==> src/rtl/wlmont_pkg.sv <==
// Shared types and sizing helpers for the folded word-level Montgomery reducer.
// The default-parameter constants mirror a LOGQ=32, W=16 build.
package wlmont_pkg;

   typedef enum logic [1:0] {
      IDLE = 2'd0,
      STEP = 2'd1,
      FIX  = 2'd2,
      DONE = 2'd3
   } wlmont_state_e;

   // Number of W-bit Montgomery steps needed to cover LOGQ bits.
   function automatic int wlmont_steps(input int logq, input int w);
      return (logq + w - 1) / w;
   endfunction

   function automatic int wlmont_cnt_w(input int l);
      return $clog2(l) + 1;
   endfunction

   localparam int L_DEF = wlmont_steps(32, 16);
   localparam int CNT_W = wlmont_cnt_w(L_DEF);

endpackage

==> src/rtl/wlmont_step.sv <==
// One combinational word-level Montgomery step: T' = (T + q*((-T) mod 2^W)) / 2^W,
// using q = qH*2^W + 1 so the multiply only needs the high part of q.
module wlmont_step #(
   parameter int LOGQ = 32,
   parameter int W    = 16,
   parameter int LOGT = 2 * LOGQ
) (
   input  logic [LOGQ-W-1:0] i_qH,
   input  logic [LOGT-1:0]   i_T,
   output logic [LOGT-1:0]   o_T
);

   logic [W-1:0]    w_t2l;
   logic [W-1:0]    w_t2;
   logic            w_carry;
   logic [LOGQ-1:0] w_prod;

   assign w_t2l = i_T[W-1:0];
   assign w_t2  = -w_t2l;
   // Nonzero low word: either it or its negation has the top bit set.
   assign w_carry = w_t2[W-1] | w_t2l[W-1];
   // qH < 2^(LOGQ-W) and T2 < 2^W, so the product fits in LOGQ bits.
   assign w_prod = LOGQ'(i_qH) * LOGQ'(w_t2);

   assign o_T = LOGT'(w_prod) + (i_T >> W) + LOGT'(w_carry);

endmodule

==> src/rtl/wlmont_iter.sv <==
// Folded word-level Montgomery reduction: L steps on one shared datapath, then a
// single conditional subtraction, behind a valid/ready handshake on each side.
module wlmont_iter
   import wlmont_pkg::*;
#(
   parameter int LOGQ = 32,
   parameter int W    = 16,
   parameter int LOGT = 2 * LOGQ
) (
   input  logic            clk,
   input  logic            rst,
   input  logic [LOGQ-1:0] q,
   input  logic            in_valid,
   output logic            in_ready,
   input  logic [LOGT-1:0] in_T,
   output logic            out_valid,
   input  logic            out_ready,
   output logic [LOGQ-1:0] out_R,
   output logic            busy
);

   localparam int L  = wlmont_steps(LOGQ, W);
   localparam int CW = wlmont_cnt_w(L);
   localparam logic [CW-1:0] CNT_LAST = CW'(L - 1);

   localparam logic [1:0] S_IDLE = IDLE;
   localparam logic [1:0] S_STEP = STEP;
   localparam logic [1:0] S_FIX  = FIX;
   localparam logic [1:0] S_DONE = DONE;

   logic [1:0]      r_state;
   logic [CW-1:0]   r_cnt;
   logic [LOGT-1:0] r_T;
   logic [LOGQ-W-1:0] r_qH;
   logic [LOGQ-1:0] r_q;
   logic [LOGQ-1:0] r_R;
   logic            r_valid;

   logic [LOGT-1:0] w_T_next;
   logic            w_ge_q;
   logic [LOGQ-1:0] w_diff;

   wlmont_step #(
      .LOGQ (LOGQ),
      .W    (W),
      .LOGT (LOGT)
   ) u_step (
      .i_qH (r_qH),
      .i_T  (r_T),
      .o_T  (w_T_next)
   );

   // After L steps T < 2q, so a LOGQ-bit difference holds the reduced value.
   assign w_ge_q = r_T >= LOGT'(r_q);
   assign w_diff = r_T[LOGQ-1:0] - r_q;

   always_ff @(posedge clk or posedge rst) begin
      if (rst) begin
         r_state <= S_IDLE;
         r_cnt   <= '0;
         r_T     <= '0;
         r_qH    <= '0;
         r_q     <= '0;
         r_R     <= '0;
         r_valid <= 1'b0;
      end else begin
         case (r_state)
            S_IDLE: begin
               if (in_valid) begin
                  r_T     <= in_T;
                  r_qH    <= q[LOGQ-1:W];
                  r_q     <= q;
                  r_cnt   <= '0;
                  r_state <= S_STEP;
               end
            end
            S_STEP: begin
               r_T   <= w_T_next;
               r_cnt <= r_cnt + 1'b1;
               if (r_cnt == CNT_LAST) begin
                  r_state <= S_FIX;
               end
            end
            S_FIX: begin
               r_R     <= w_ge_q ? w_diff : r_T[LOGQ-1:0];
               r_valid <= 1'b1;
               r_state <= S_DONE;
            end
            S_DONE: begin
               if (out_ready) begin
                  r_valid <= 1'b0;
                  r_state <= S_IDLE;
               end
            end
            default: begin
               r_state <= S_IDLE;
            end
         endcase
      end
   end

   // Ready is held low for the whole reset pulse, not just until the first edge.
   assign in_ready  = (r_state == S_IDLE) && !rst;
   assign busy      = (r_state != S_IDLE);
   assign out_valid = r_valid;
   assign out_R     = r_R;

endmodule

==> config.mk <==
export PLATFORM = sky130hd
export DESIGN_NAME = wlmont_iter
export DESIGN_NICKNAME = d
export VERILOG_FILES = /design/src/rtl/wlmont_pkg.sv /design/src/rtl/wlmont_step.sv /design/src/rtl/wlmont_iter.sv
export SDC_FILE = /design/constraint.sdc
export NUM_CORES = 1
export LEC_CHECK = 0
export ABC_AREA = 1
export CAP_MARGIN = 20
export CORE_AREA = 2 2 192 194
export CTS_CLUSTER_SIZE = 14
export DETAILED_ROUTE_END_ITERATION = 12
export DIE_AREA = 0 0 194 196
export PLACE_DENSITY = 0.83
export SYNTH_ARGS = -nofsm -noshare
export SYNTH_HDL_FRONTEND = slang
export SYNTH_SLANG_ARGS = --single-unit
==> constraint.sdc <==
create_clock -name clk -period 6.8 [get_ports clk]
set_input_delay 2.04 -clock clk [delete_from_list [all_inputs] [get_ports clk]]
set_output_delay 2.04 -clock clk [all_outputs]
set_load 0.05 [all_outputs]
; Word level (Yosys, flattened, before mapping)
; Index checks and enable logic that the tools add are counted.
[word_totals]
inputBits = 100
ff_bits = 149
[op_classes]
n_addsub = 5
bitwise_logic = 1
n_reduce_logical = 10
n_mux = 11
n_eq_ne = 7
n_lt_le_gt_ge = 1
multipliers = 1
[ops]
columns = op, count
row1 = 64-bit one-hot mux with 2 select lines, 1
row2 = 64-bit by 32-bit greater-or-equal comparator with 1-bit output, 1
row3 = 64-bit 2-to-1 mux, 1
row4 = 49-bit by 1-bit adder with 50-bit output, 1
row5 = 32-bit by 48-bit adder with 49-bit output, 1
row6 = 16-bit by 16-bit multiplier with 32-bit output, 1
row7 = 32-bit 2-to-1 mux, 1
row8 = 32-bit subtractor, 1
row9 = 16-bit negation, 1
row10 = 2-bit 2-to-1 mux, 4
row11 = 2-bit one-hot mux with 4 select lines, 1
row12 = "2-bit inequality test, second input constant", 3
row13 = 2-bit AND reduction, 3
row14 = 2-bit nonzero test, 3
row15 = "2-bit by 1-bit equality test with 1-bit output, second input constant", 2
row16 = "2-bit equality test, second input constant", 2
row17 = 2-bit one-hot mux with 2 select lines, 1
row18 = 3-bit AND reduction, 1
row19 = "2-bit by 1-bit adder with 2-bit output, second input constant", 1
row20 = 2-bit logical NOT, 1
row21 = 1-bit one-hot mux with 2 select lines, 1
row22 = 1-bit logical AND, 1
row23 = 1-bit logical NOT, 1
row24 = 1-bit 2-to-1 mux, 1
row25 = 1-bit OR, 1

; Depth between registers and ports, before layout
; Gate-level depths: netlist of run 1.
[logic_depth]
ltp_word = 5
mapped_depth = 38
depth_no_buf = 37

; By module
; Synthesis of run 1 repeated with hierarchy kept, for this count alone.
[hier_totals]
hier_cells = 3513
area_unflattened_um2 = 22819.4
[modules_own_cells]
columns = module, cells_each, seq_area_each_um2, area_each_um2, instances
row1 = wlmont_step, 2215, 0.0, 13967.1, 1
row2 = wlmont_iter, 1298, 3328.2, 8852.2, 1

; Least setup slack after synthesis of run 1
; Ideal clock, no wire load.
[synth_timing]
kind = register -> register
start = register r_T[6]
end = register r_T[40]
t_arrival_ps = 6269
t_required_ps = 6684
setup_time_ps = 116
stages_incl_launch_ff = 31
slack_ps = 415
synth_period_minus_slack_ps = 6385
path_cell_list = dfrtp_1 inv_1 nand4_1 nor4_1 nand2_1 nor2_1 ha_1 clkbuf_1 clkbuf_1 nand2_1 fa_1 fa_1 inv_1 fa_1 fa_1 fa_1 inv_1 fa_1 inv_1 ha_1 nand2_1 nor2_1 nand2_1 nor2_1 nand2_1 nand3_1 nand2_1 nand3_1 nand3_1 nand2_1 nand2_1
[synth_between]
elab_chain_len = 5
[synth_lines]
columns = element, line_no
row1 = from (decl), wlmont_iter.sv:33  ; logic [LOGT-1:0] r_T;
row2 = from (signal assigned), wlmont_iter.sv:70  ; r_T <= in_T;
row3 = from (signal assigned), wlmont_iter.sv:78  ; r_T <= w_T_next;
row4 = 16-bit negation (*), wlmont_step.sv:19  ; assign w_t2 = -w_t2l;
row5 = 16-bit by 16-bit multiplier with 32-bit output, wlmont_step.sv:23  ; assign w_prod = LOGQ'(i_qH) * LOGQ'(w_t2);
row6 = 32-bit by 48-bit adder with 49-bit output, wlmont_step.sv:25  ; assign o_T = LOGT'(w_prod) + (i_T >> W) + LOGT'(w_carry);
row7 = 49-bit by 1-bit adder with 50-bit output (*), wlmont_step.sv:25
row8 = 64-bit one-hot mux with 2 select lines (*), wlmont_iter.sv:67  ; case (r_state)
; Every way passes the cells marked *; elsewhere a longest branch is shown, timed or not.
; A chain may end at the register's enable or synchronous reset.

; Final worst setup path of run 1
[layout_timing]
start = register r_T[1]
end = register r_T[37]
; Same word-level chain as after synthesis.

==> reports/qor.csv, run 1 <==
stage;metric;value;unit
status;status;finished, final reports clean;
global_routing;first-pass GRT wire length;114;mm
sta;Tightest Pin Transition;0.935;ns
setup_path;CP max stage delay;0.57;ns
clock_network;CTS buffer count;17;
die;core footprint;36100;µm²
detailed_routing;DR WL/cell;20.1;µm
sta;Final WS setup;0.0741;ns
sta;Clock Skew;0.0211;ns
setup_path;reg-to-reg startpoint;r_T[1]$_DFFE_PP0P_;
die;IO Pins;135;
setup_path;Critical Path Sink;r_T[37]$_DFFE_PP0P_;
yosys;area leader, netlist;fa_1;
setup_path;cells on worst reg2reg path;35;
clock_network;hold_buf cts;0;
yosys;sequential fraction of the synthesis area;16.7;%
worst_hold_path;Hold Crit Class;flop to flop;
yosys;#FFs+latches synth;133;
yosys;leading post-synthesis cells by cell area;fa_1 (23%), nand2_1 (18%), dfrtp_1 (17%), inv_1 (13%), ha_1 (9.5%);
clock_network;total number of clock tree sinks;133;
detailed_routing;DRC viols;0;
clock_network;Worst-path clk slew;0.07;ns
setup_path;most used cell, CP;nand2_2;
setup_path;CP Launch Point;r_T[1]$_DFFE_PP0P_;
setup_path;r2r setup slk;0.07;ns
setup_path;critical path peak fanout;6;
yosys;Yosys Warn Count;0;
clock_network;CTS H-Tree Depth;4;
sta;final hold vios;0;
clock_network;root buf cell;clkbuf_16;
yosys;ys async rst share;100;%
die;Site Rows;70;
global_routing;vias in the first global route;20000;
sta;Final Critical Period;6.73;ns
sta;total negative setup slack;0;ns
final_layout;Area Overhead vs Synth;27.2;%
final_layout;layout cells sized above 1;18.0;%
global_routing;largest net degree at the start of global routing;86;
die;Die Area;38000;µm²
final_layout;ANT cells;0;
sta;Slew Viols, Final;0;
yosys;Post-synth EDFFs;0;
detailed_routing;Iter 0 DRT Violations;1808;
global_routing;initial antenna violation count;0;
yosys;Syn Nets;3440;
yosys;Netlist Area Pre-Place;20000;µm²
yosys;Mapped Cells;2961;
yosys;synth unique cells;44;
setup_path;critical path data required time;7.15;ns
setup_path;CP startpoint kind;flop;
clock_network;CTS tree;yes;
placed_design;PortBufs;134;
sta;Slew HR;37.7;%
sta;setup violators final;0;
detailed_routing;Routed Antenna Nets;0;
placed_design;Routability Congestion;1.01;
sta;Final Cycle Share;98.9;%
yosys;Synth top area share;22.8;%
die;die width;194;µm
sta;Max Clk Rate;149;MHz
final_layout;Final nets;3740;
yosys;Syn Area/Cell;6.74;µm²
job;max_cap viols;0;
clock_network;Max Root-Sink Buffers;2;
yosys;Commonest cells post-synth;nand2_1 (932), inv_1 (686), nor2_1 (287);
yosys;Main synth FF type;dfrtp_1;
yosys;count leader, synth;nand2_1;
setup_path;Critical Path End Type;flop;
detailed_routing;drt total wl;75.3;mm
setup_path;WS Path Type;flop to flop;
placed_design;Cell Area, Placed;22900;µm²
sta;RSZ-0062 raised after global routing;yes;
placed_design;Setup WS pre-CTS;-0.484;ns
setup_path;CP max stage cell;fa_2;
global_routing;GRT overflow;0;
die;Die H;196;µm
global_routing;GRT Overall Usage;39.5;%
die;Initial Util;55.3;%
placed_design;DP HPWL;60.2;mm
final_layout;design area;25400;µm²
detailed_routing;detailed-route via count;20200;
detailed_routing;drt pass-1 iters;6;
setup_path;crit path DAT;7.07;ns
setup_path;Crit Reg-Reg Endpoint;r_T[37]$_DFFE_PP0P_;
clock_network;Clock Latency Late Sink;0.46;ns
detailed_routing;DR vias/cell;5.40;
==> state kept, by name (all words and copies together) (netlist names) <==
name,count
r_q,16
r_state,2
r_qH,16
out_R,32
r_T,64
out_valid,1
r_cnt,2
==> metrics by stage <==
step / std cells / util (%) / hold slack, ns
3_3_place_gp: 3662 / 63.6 / 0.460
6_report: 3742 / 70.4 / 0.479
2_1_floorplan: 2961 / - / 0.447
5_1_grt: 3742 / 70.4 / 0.496
4_1_cts: 3709 / 66.8 / 0.482
3_5_place_dp: 3662 / 63.6 / 0.465
==> critical path: cells and delay by family, from the launching register on <==
kind / cells / cell delay [ns]
fa+ha+maj: 7 / 3.35
simple gates: 18 / 1.75
buf+inv: 9 / 0.86
flops: 1 / 0.40
compound gates: 1 / 0.24
==> worst min path at each step <==
stage,startpoint,endpoint,slack (ns),cells past startpoint
6_report,out_R[13]$_DFFE_PP0P_,out_R[13]$_DFFE_PP0P_,0.48,2
5_1_grt,out_R[13]$_DFFE_PP0P_,out_R[13]$_DFFE_PP0P_,0.50,2
4_1_cts,out_R[20]$_DFFE_PP0P_,out_R[20]$_DFFE_PP0P_,0.48,2
3_5_place_dp,out_R[20]$_DFFE_PP0P_,out_R[20]$_DFFE_PP0P_,0.46,2
3_3_place_gp,r_cnt[0]$_DFFE_PP0P_,r_cnt[0]$_DFFE_PP0P_,0.46,1
2_1_floorplan,r_cnt[0]$_DFFE_PP0P_,r_cnt[0]$_DFFE_PP0P_,0.45,1
==> cell families (layout without fill, tap and decap cells) <==
logic type	after synthesis	count (layout)	share of synthesized area (%)
adder cells (fa/ha/maj)	379	379	32.3
buffers and inverters	783	1096	15.1
XOR/XNOR	33	33	1.45
AO/OA/AOI/OAI	178	178	4.77
AND/OR/NAND/NOR	1455	1455	29.8
flip-flops	133	133	16.7
==> cell usage in the layout (no fill, tap or decap), drive strengths merged <==
| cell | synthesis | final |
|---|---|---|
| a21o | 1 | 1 |
| a21oi | 47 | 47 |
| a31oi | 5 | 5 |
| and2 | 3 | 3 |
| and3 | 4 | 4 |
| buf | 28 | 226 |
| bufinv | 0 | 2 |
| clkbuf | 51 | 18 |
| clkdlybuf4s50 | 0 | 134 |
| clkinv | 12 | 13 |
| clkinvlp | 0 | 6 |
| dfrtp | 133 | 133 |
| fa | 227 | 227 |
| ha | 152 | 152 |
| inv | 692 | 697 |
| nand2 | 939 | 939 |
| nand3 | 166 | 166 |
| nand3b | 12 | 12 |
| nand4 | 21 | 21 |
| nor2 | 292 | 292 |
| nor3 | 12 | 12 |
| nor3b | 1 | 1 |
| nor4 | 4 | 4 |
| o211ai | 7 | 7 |
| o21a | 1 | 1 |
| o21ai | 102 | 102 |
| o21bai | 3 | 3 |
| o22ai | 11 | 11 |
| o2bb2ai | 1 | 1 |
| or2 | 1 | 1 |
| xnor2 | 23 | 23 |
| xor2 | 10 | 10 |
==> final cells by class <==
| type | instances | area, µm² |
|---|---|---|
| clock inverters | 14 | 168 |
| inverters | 704 | 2690 |
| flip-flops and latches | 133 | 3330 |
| well taps | 468 | 586 |
| fillers | 3021 | 10700 |
| repair buffers | 360 | 3250 |
| multi-input cells | 2045 | 15000 |
| clock buffers | 18 | 439 |
==> per-layer routing <==
metal	vias up	part of all wire, %	GRT usage (%)
met5	-	0	0
met4	0	6.0	17.1
met3	244	9.8	10.4
met2	984	44	60.8
met1	9587	40	52.7
li1	9387	-	-
==> timing repair <==
action	CTS	global route
setup buffers	14	35
hold endpoints to repair	0	0
gates resized for setup	103	312
cloned	1	0
pin swaps	49	207
endpoints found under the setup margin	35	37
Power of run 1 is not shown: default switching activity piles up to over one toggle a cycle in this logic, so the estimate is an artifact.
==> inputs of run 2 (changes only) <==
--- a/config.mk
+++ b/config.mk
@@ -8,10 +8,12 @@
 export ABC_AREA = 1
 export CAP_MARGIN = 20
 export CORE_AREA = 2 2 192 194
+export CTS_CLUSTER_DIAMETER = 150
 export CTS_CLUSTER_SIZE = 14
 export DETAILED_ROUTE_END_ITERATION = 12
 export DIE_AREA = 0 0 194 196
 export PLACE_DENSITY = 0.83
+export SETUP_SLACK_MARGIN = 0.4
 export SYNTH_ARGS = -nofsm -noshare
 export SYNTH_HDL_FRONTEND = slang
 export SYNTH_SLANG_ARGS = --single-unit
==> reports/qor.csv, run 2 (synthesis results as in run 1) <==
stage;metric;value;unit;change
status;status;finished, final reports clean;;unchanged
placed_design;DP HPWL;60.2;mm;unchanged
clock_network;root buf cell;clkbuf_16;;unchanged
clock_network;Clock Latency Late Sink;0.46;ns;about the same
setup_path;WS Path Type;flop to flop;;unchanged
sta;Clock Skew;0.0194;ns;was 0.0211 ns
setup_path;crit path DAT;7.09;ns;was 7.07 ns
detailed_routing;Routed Antenna Nets;0;;unchanged
clock_network;CTS H-Tree Depth;4;;unchanged
sta;Final WS setup;0.0576;ns;was 0.0741 ns
setup_path;critical path peak fanout;4;;was 6
setup_path;CP startpoint kind;flop;;unchanged
detailed_routing;DR WL/cell;20.3;µm;was 20.1 µm
die;Die H;196;µm;unchanged
placed_design;Routability Congestion;1.01;;unchanged
clock_network;CTS tree;yes;;unchanged
global_routing;GRT Overall Usage;40.1;%;was 39.5%
detailed_routing;drt pass-1 iters;6;;unchanged
final_layout;fill cell count;2985;;was 3,021
die;Initial Util;55.3;%;unchanged
setup_path;reg-to-reg startpoint;r_T[0]$_DFFE_PP0P_;;was r_T[1]$_DFFE_PP0P_
final_layout;commonest non-fill, non-tap cell in the layout;nand2_1;;unchanged
final_layout;ANT cells;0;;unchanged
clock_network;Worst-path clk slew;0.06;ns;was 0.07 ns
sta;Final Cycle Share;99.2;%;was 98.9%
detailed_routing;DR vias/cell;5.45;;was 5.40
worst_hold_path;Cells on Worst Hold Path;2;;unchanged
sta;Slew Viols, Final;0;;unchanged
detailed_routing;drt total wl;75.7;mm;was 75.3 mm
worst_hold_path;Hold Crit Class;flop to flop;;unchanged
setup_path;CP max stage cell;fa_1;;was fa_2
setup_path;Critical Path End Type;flop;;unchanged
final_layout;layout cells sized above 1;19.0;%;was 18.0%
die;IO Pins;135;;unchanged
final_layout;Final nets;3737;;was 3,740
final_layout;most frequent cells in the layout;nand2_1 (807), inv_1 (635), nor2_1 (239);;was nand2_1 (815), inv_1 (637), nor2_1 (243)
global_routing;initial antenna violation count;0;;unchanged
setup_path;Crit Reg-Reg Endpoint;r_T[37]$_DFFE_PP0P_;;unchanged
die;die width;194;µm;unchanged
setup_path;r2r setup slk;0.06;ns;was 0.07 ns
clock_network;total number of clock tree sinks;133;;unchanged
sta;setup violators final;0;;unchanged
detailed_routing;DRC viols;0;;unchanged
setup_path;CP max stage delay;0.59;ns;was 0.57 ns
global_routing;vias in the first global route;20500;;was 20,000
detailed_routing;Iter 0 DRT Violations;1819;;was 1,808
sta;Final Critical Period;6.74;ns;was 6.73 ns
job;max_cap viols;0;;unchanged
clock_network;CTS buffer count;17;;unchanged
worst_hold_path;Worst Hold End;out_R[13]$_DFFE_PP0P_;;unchanged
setup_path;critical path data required time;7.15;ns;about the same
global_routing;first-pass GRT wire length;116;mm;was 114 mm
placed_design;PortBufs;134;;unchanged
setup_path;cells on worst reg2reg path;33;;was 35
setup_path;CP top delay family;adder cells;;unchanged
die;core footprint;36100;µm²;unchanged
final_layout;max reg flops;64;;unchanged
global_routing;GRT overflow;0;;unchanged
sta;Slew HR;36.2;%;was 37.7%
sta;RSZ-0062 raised after global routing;yes;;unchanged
global_routing;largest net degree at the start of global routing;86;;unchanged
final_layout;Area Overhead vs Synth;28.3;%;was 27.2%
placed_design;Cell Area, Placed;22900;µm²;unchanged
setup_path;Bufs and invs on worst path;6;;was 9
placed_design;Setup WS pre-CTS;-0.484;ns;unchanged
clock_network;Max Root-Sink Buffers;2;;unchanged
sta;Tightest Pin Transition;0.957;ns;was 0.935 ns
worst_hold_path;Worst Hold Launch;out_R[13]$_DFFE_PP0P_;;unchanged
sta;Max Clk Rate;148;MHz;was 149 MHz
sta;final hold vios;0;;unchanged
setup_path;most used cell, CP;fa_1;;was nand2_2
die;Die Area;38000;µm²;unchanged
final_layout;design area;25600;µm²;was 25,400 µm²
detailed_routing;detailed-route via count;20400;;was 20,200
die;Site Rows;70;;unchanged
final_layout;Top reg by flops;r_T;;unchanged
[run 2: cell count changes in the layout (fill, tap and decap cells not counted), moves of 6 or more]
cell	delta
buf_4	-8
nand2_1	-8
o21ai_0	-7
buf_6	+6
fa_1	-6
fa_2	+6
o21ai_1	+6
[run 2: metal layers]
| layer | vias up | global-route usage, % | share of wire (%) |
|---|---|---|---|
| met2 | 1066 | 61.6 | 44 |
| li1 | 9369 | - | - |
| met5 | - | 0 | 0 |
| met1 | 9662 | 53.3 | 40 |
| met3 | 277 | 10.0 | 10 |
| met4 | 0 | 19.5 | 6.3 |
[run 2: cell type report]
class	instances	area, µm²	share of cell area, %
Timing Repair Buffer	357	3240	12.6
Clock buffer	18	439	1.71
Clock inverter	14	168	0.654
Tap cell	468	586	2.28
Inverter	704	2680	10.5
Sequential cell	133	3330	13.0
Multi-Input combinational cell	2045	15200	59.3
[run 2: stage by stage]
stage | std cells | hold slack [ns] | utilization [%] | TNS, ns
after floorplan | 2961 | 0.447 | - | 0
final | 3739 | 0.478 | 71.0 | 0
after CTS | 3723 | 0.482 | 69.0 | 0
after global routing | 3739 | 0.496 | 71.0 | -3.69
after detailed placement | 3662 | 0.465 | 63.6 | -9.29
after global placement | 3662 | 0.460 | 63.6 | -7.05
[run 2: worst max path at each step]
| stage | from | to | slack [ns] | cells past startpoint |
|---|---|---|---|---|
| after floorplan | r_T[6]$_DFFE_PP0P_ | r_T[40]$_DFFE_PP0P_ | 0.41 | 30 |
| after global placement | r_T[0]$_DFFE_PP0P_ | r_T[22]$_DFFE_PP0P_ | -0.39 | 29 |
| after detailed placement | r_T[0]$_DFFE_PP0P_ | r_T[31]$_DFFE_PP0P_ | -0.48 | 35 |
| after CTS | r_T[1]$_DFFE_PP0P_ | r_T[22]$_DFFE_PP0P_ | 0.16 | 36 |
| after global routing | r_T[0]$_DFFE_PP0P_ | r_T[37]$_DFFE_PP0P_ | -0.18 | 33 |
| final | r_T[0]$_DFFE_PP0P_ | r_T[37]$_DFFE_PP0P_ | 0.06 | 33 |
[run 2: worst min-delay path: stages (launching register included)]
cell	delay, ns
dfrtp_1	0.34
nand2_1	0.05
nand2_1	0.05
[run 2: what timing repair did]
action,CTS,global route
endpoints found under the hold margin,0,0
gates resized for setup,326,150
setup endpoints to repair,40,41
gates cloned,1,0
buffers inserted,28,15
hold buffers,0,0
pin swaps,206,125
Power of run 2 is left out for the same reason.
